File: src/rtl/control_unit.sv
// Sequencing controller for the 8-bit single-cycle datapath: combinational decode
// gated by a run-state FSM, shadow call-stack depth tracking and a retired counter.
module control_unit #(
  parameter int STACK_DEPTH = 8,
  parameter int CNT_W       = 16
) (
  input  logic             clk,
  input  logic             rst,
  input  logic             start,
  input  logic [4:0]       opcodeFunc,
  input  logic             Cout,
  input  logic             Zout,
  input  logic             halt,
  output logic             pcEn,
  output logic             push,
  output logic             pop,
  output logic             memWriteEn,
  output logic             regWriteEn,
  output logic             immAndmem,
  output logic             stm,
  output logic             ldm,
  output logic             branch,
  output logic             jmp,
  output logic             ret,
  output logic             cWriteEn,
  output logic             zWriteEn,
  output logic [3:0]       aluOp,
  output logic [1:0]       state,
  output logic [CNT_W-1:0] retired,
  output logic [3:0]       stackDepth
);

  typedef enum logic [1:0] {IDLE = 2'b00, RUN = 2'b01, HALTED = 2'b10, FAULT = 2'b11} state_t;

  typedef struct packed {
    logic       push, pop, memWriteEn, regWriteEn, immAndmem, stm, ldm;
    logic       branch, jmp, ret, cWriteEn, zWriteEn;
    logic [3:0] aluOp;
  } ctrl_t;

  state_t st;
  ctrl_t  dec, ctrl;
  logic   active, isJsb, isRet, overflow, underflow, fault;

  assign state = st;

  always_comb begin
    dec = '0;
    unique case (opcodeFunc[4:3])
      2'b00, 2'b01: begin
        dec.aluOp      = {1'b0, opcodeFunc[2:0]};
        dec.regWriteEn = 1'b1;
        dec.cWriteEn   = 1'b1;
        dec.zWriteEn   = 1'b1;
        dec.immAndmem  = opcodeFunc[3];
      end
      2'b10: begin
        case (opcodeFunc[2:0])
          3'b000: begin dec.immAndmem = 1'b1; dec.ldm = 1'b1; dec.regWriteEn = 1'b1; end
          3'b001: begin dec.immAndmem = 1'b1; dec.stm = 1'b1; dec.memWriteEn = 1'b1; end
          3'b010: begin
            dec.aluOp      = 4'b1000;
            dec.regWriteEn = 1'b1;
            dec.cWriteEn   = 1'b1;
            dec.zWriteEn   = 1'b1;
          end
          3'b100:  dec.branch = Zout;
          3'b101:  dec.branch = ~Zout;
          3'b110:  dec.branch = Cout;
          3'b111:  dec.branch = ~Cout;
          default: ;
        endcase
      end
      default: begin
        case (opcodeFunc[2:0])
          3'b000:  dec.jmp = 1'b1;
          3'b001:  begin dec.jmp = 1'b1; dec.push = 1'b1; end
          3'b010:  begin dec.ret = 1'b1; dec.pop = 1'b1; end
          default: ;
        endcase
      end
    endcase
  end

  // halt takes priority over everything, including stack faults
  assign active    = (st == RUN) && !halt;
  assign isJsb     = (opcodeFunc == 5'b11001);
  assign isRet     = (opcodeFunc == 5'b11010);
  assign overflow  = isJsb && (stackDepth == 4'(STACK_DEPTH));
  assign underflow = isRet && (stackDepth == 4'd0);
  assign fault     = active && (overflow || underflow);
  assign pcEn      = active && !fault;

  always_comb begin
    ctrl = '0;
    if (pcEn) ctrl = dec;
  end

  assign push       = ctrl.push;
  assign pop        = ctrl.pop;
  assign memWriteEn = ctrl.memWriteEn;
  assign regWriteEn = ctrl.regWriteEn;
  assign immAndmem  = ctrl.immAndmem;
  assign stm        = ctrl.stm;
  assign ldm        = ctrl.ldm;
  assign branch     = ctrl.branch;
  assign jmp        = ctrl.jmp;
  assign ret        = ctrl.ret;
  assign cWriteEn   = ctrl.cWriteEn;
  assign zWriteEn   = ctrl.zWriteEn;
  assign aluOp      = ctrl.aluOp;

  always_ff @(posedge clk or posedge rst) begin
    if (rst) begin
      st         <= IDLE;
      retired    <= '0;
      stackDepth <= '0;
    end else begin
      case (st)
        IDLE: if (start) st <= RUN;
        RUN: begin
          if (halt)       st <= HALTED;
          else if (fault) st <= FAULT;
          if (pcEn) begin
            retired <= retired + CNT_W'(1);
            if (isJsb)      stackDepth <= stackDepth + 4'd1;
            else if (isRet) stackDepth <= stackDepth - 4'd1;
          end
        end
        default: st <= st;
      endcase
    end
  end

endmodule

File: config.mk
export PLATFORM = sky130hd
export DESIGN_NAME = control_unit
export DESIGN_NICKNAME = d
export VERILOG_FILES = /design/src/rtl/control_unit.sv
export SDC_FILE = /design/constraint.sdc
export NUM_CORES = 1
export LEC_CHECK = 0
export ABC_CLOCK_PERIOD_IN_PS = 2050
export BUFFER_PORTS_ARGS = -buffer_cell sky130_fd_sc_hd__buf_2
export CORE_MARGIN = 4
export CORE_UTILIZATION = 43
export DETAILED_ROUTE_END_ITERATION = 10
export GPL_ROUTABILITY_DRIVEN = 0
export GPL_TIMING_DRIVEN = 0
export MAX_ROUTING_LAYER = met4
export PLACE_DENSITY = 0.76
export SLEW_MARGIN = 20
export SYNTH_ARGS = -nofsm -noshare
export SYNTH_HDL_FRONTEND = slang
export SYNTH_SLANG_ARGS = --single-unit
File: constraint.sdc
create_clock -name clk -period 2.05 [get_ports clk]
set_clock_uncertainty 0.1 [all_clocks]
set_input_delay 0.41 -clock clk [delete_from_list [all_inputs] [get_ports clk]]
set_output_delay 0.41 -clock clk [all_outputs]
set_load 0.005 [all_outputs]
==> results.toml <==
[global_routing]
gr-usage-all-layers_pct = 19.1
grt_first_pass_wirelength_um = 5970
grt_antenna_before_repair = 0
grt_pass1_vias = 1252
gr-total-overflow = 0
pin_count_of_the_biggest_net_entering_global_routing = 23

[critical_path]
data_arrival_time_of_the_critical_path_ns = 2.00
worst-path-max-fanout = 5
critPathKind = "reg2out"
endpoint_kind = "primary output"
worstSetupStartpointType = "register"
timing.reg2reg.setup_slack_ns = 0.01
worst-endpoint-required_ns = 1.54

[pwr]
power_per_cell_area_nw_per_um2 = 400
p_leak_nw = 1.06
vdd.ir_drop.worst_uv = 367

[timing]
final.period_utilization_pct = 123
finalCriticalPeriod_ns = 2.51
final_hold_viol_count = 0
final-setup-viol-count = 10
relSlewSlack_pct = 45.1
final.hold.worst_slack_ns = 0.144
achievable-frequency_mhz = 398
grt_setup_unrepaired = "true"
drv_slew = 0
tightestPinTransition_ns = 0.823
layout_setup_ws_ns = -0.464

[clock_tree]
cts_tree = "yes"
tritoncts.num_buffers = 3
cts-hold-fix-buffers = 0
clk_pin_slew_worst_paths_ns = 0.11
max-clock-path-buffers = 2
clock_tree.htree_level_count = 1
clk_root_buffer_cell = "clkbuf_4"
cts_num_sinks = 22
clk_latency_ns = 0.31

[routing]
firstDrtPassIters = 4
detailroute.via_count = 1278
dr.first_iter.drc_count = 59
post_drt_via_cell_ratio = 5.46
final_antenna_net_count = 0
avgRoutedWirePerCell_um = 15.2
route.final.wire_length_um = 3550
drc = 0

[yosys]
synth_top_cell_by_area = "dfrtp_1"
syn_avg_cell_area_um2 = 10.1
synth_compound_gate_area_share_pct = 6.61
yosys-mux-area-fraction_pct = 3.35
synth_top_family_by_area = "simple AND/OR/NAND/NOR gates"
synth_nets = 144
synth-warning-count = 0
ys_dominant_reg_cell = "dfrtp_1"
synth_edf_count = 0
synth_area_um2 = 1310
synth_sequential_area_ratio_pct = 42.1
yosys.area_share.xor_xnor_pct = 12.7
synth.distinct_cells = 34
synth_seq_cells = 22
yosys.area_share.simple_pct = 26.3
synth_top_cells_by_area = "dfrtp_1 42%, xor2_1 11%, nor3_1 4.6%"
synth_top_cell_area_share_pct = 42.1
adder_cell_share_of_the_synthesized_area_pct = 4.41
postSynthCellCount = 129
async_reset_ff_share_pct = 100

[cells_and_area]
nNetsFinal = 220
area_growth_from_synthesis_to_layout_pct = 51.4
antennaDiodeCount = 0
layout_common_cells = "43 x buf_2, 23 x buf_4, 20 x dfrtp_1"
final_common_cell = "buf_2"
filler_free_cell_count_of_the_finished_design = 234
finalInstanceArea_um2 = 1980
post_route_cells_drive_above_1_share_pct = 50.2

[die]
die_area_um2 = 3980
row_count = 19
core_area_um2 = 2830
height_of_the_die_um = 63.1
die-width_um = 63.1
initial_core_util_pct = 46.2
io_pins = 50

[run_status]
failed_checks = "setup timing"
result_of_the_run = "finished with violations"

[placement]
numPortBuffers = 48
placedCellCount = 208
dpl.hpwl_um = 2370
post_dp_cell_area_um2 = 1660

[worst_hold_path]
hp-class = "in2async"

[job]
max_cap_viol_count = 0
-- cell type report --
cell class,instances,area (um^2)
inverters,4,15.0
repair buffers,71,448
fillers,224,851
well taps,31,38.8
multi-input cells,97,833
plain buffers,6,67.6
clock buffers,3,22.5
flip-flops and latches,22,553
-- critical path, stage by stage (launching register included) --
cell and delay, ns:
dfrtp_1 0.41, or3_4 0.41, a211oi_4 0.27, nand2b_4 0.21, buf_8 0.13, nor3_4 0.04
buf_4 0.13, buf_6 0.10
-- metrics by stage --
stage / utilization, % / power (W) / TNS, ns / setup WS, ns
after floorplan: - / 0.000532 / -1.37 / -0.225
after global placement: 58.7 / 0.000572 / -7.94 / -0.589
after detailed placement: 58.7 / 0.000577 / -8.75 / -0.617
after CTS: 68.7 / 0.000794 / -3.55 / -0.408
after global routing: 69.9 / 0.000846 / -4.37 / -0.521
final: 69.9 / 0.000791 / -3.80 / -0.464
-- what timing repair did --
item / 4_1_cts / 5_1_grt
gates resized for setup: 13 / 16
pin swaps: 9 / 7
endpoints found under the setup margin: 31 / 20
buffers inserted: 22 / 1
gates cloned: 1 / 0
-- power by group --
| group | internal, W | switching, W |
|---|---|---|
| clock | 0.0000687 | 0.000122 |
| sequential | 0.000448 | 0.0000148 |
| combinational | 0.0000681 | 0.0000697 |
-- Yosys cell counts (all sizes together), types with 4 or more instances --
master	number
dfrtp	22
xor2	16
nor3	12
nor2	7
buf	6
nand3	6
a21oi	5
and3	5
nand2	5
inv	4
nand2b	4
-- per-layer routing --
metal | vias to the layer above | wire [um] | GRT usage [%]
met5 | - | 0 | -
met4 | 0 | 41 | 5.79
met3 | 5 | 219 | 3.91
met2 | 52 | 1720 | 30.6
met1 | 605 | 1580 | 24.4
li1 | 616 | - | -
-- logic make-up after synthesis --
group,count (synthesis)
adder cells (fa/ha/maj),4
XOR/XNOR,19
AND/OR/NAND/NOR,59
flip-flops,22
AO/OA/AOI/OAI,11
multiplexers,4
buffers and inverters,10
-- final timing paths --
check / startpoint / to / cells past startpoint
hold / removal: rst / stackDepth[3] / 2
setup / recovery: stackDepth[1] / ret / 7
max in group asynchronous: rst / state[1] / 2
setup reg to reg: stackDepth[1] / stackDepth[2] / 5
min in group clk: halt / state[0] / 2
hold reg to reg: retired[15] / retired[15] / 1
-- flip-flops by register name, summed over array words and instances (netlist names) --
name,count
state,2
retired,16
stackDepth,4
Power figures use the tool's default switching activity.
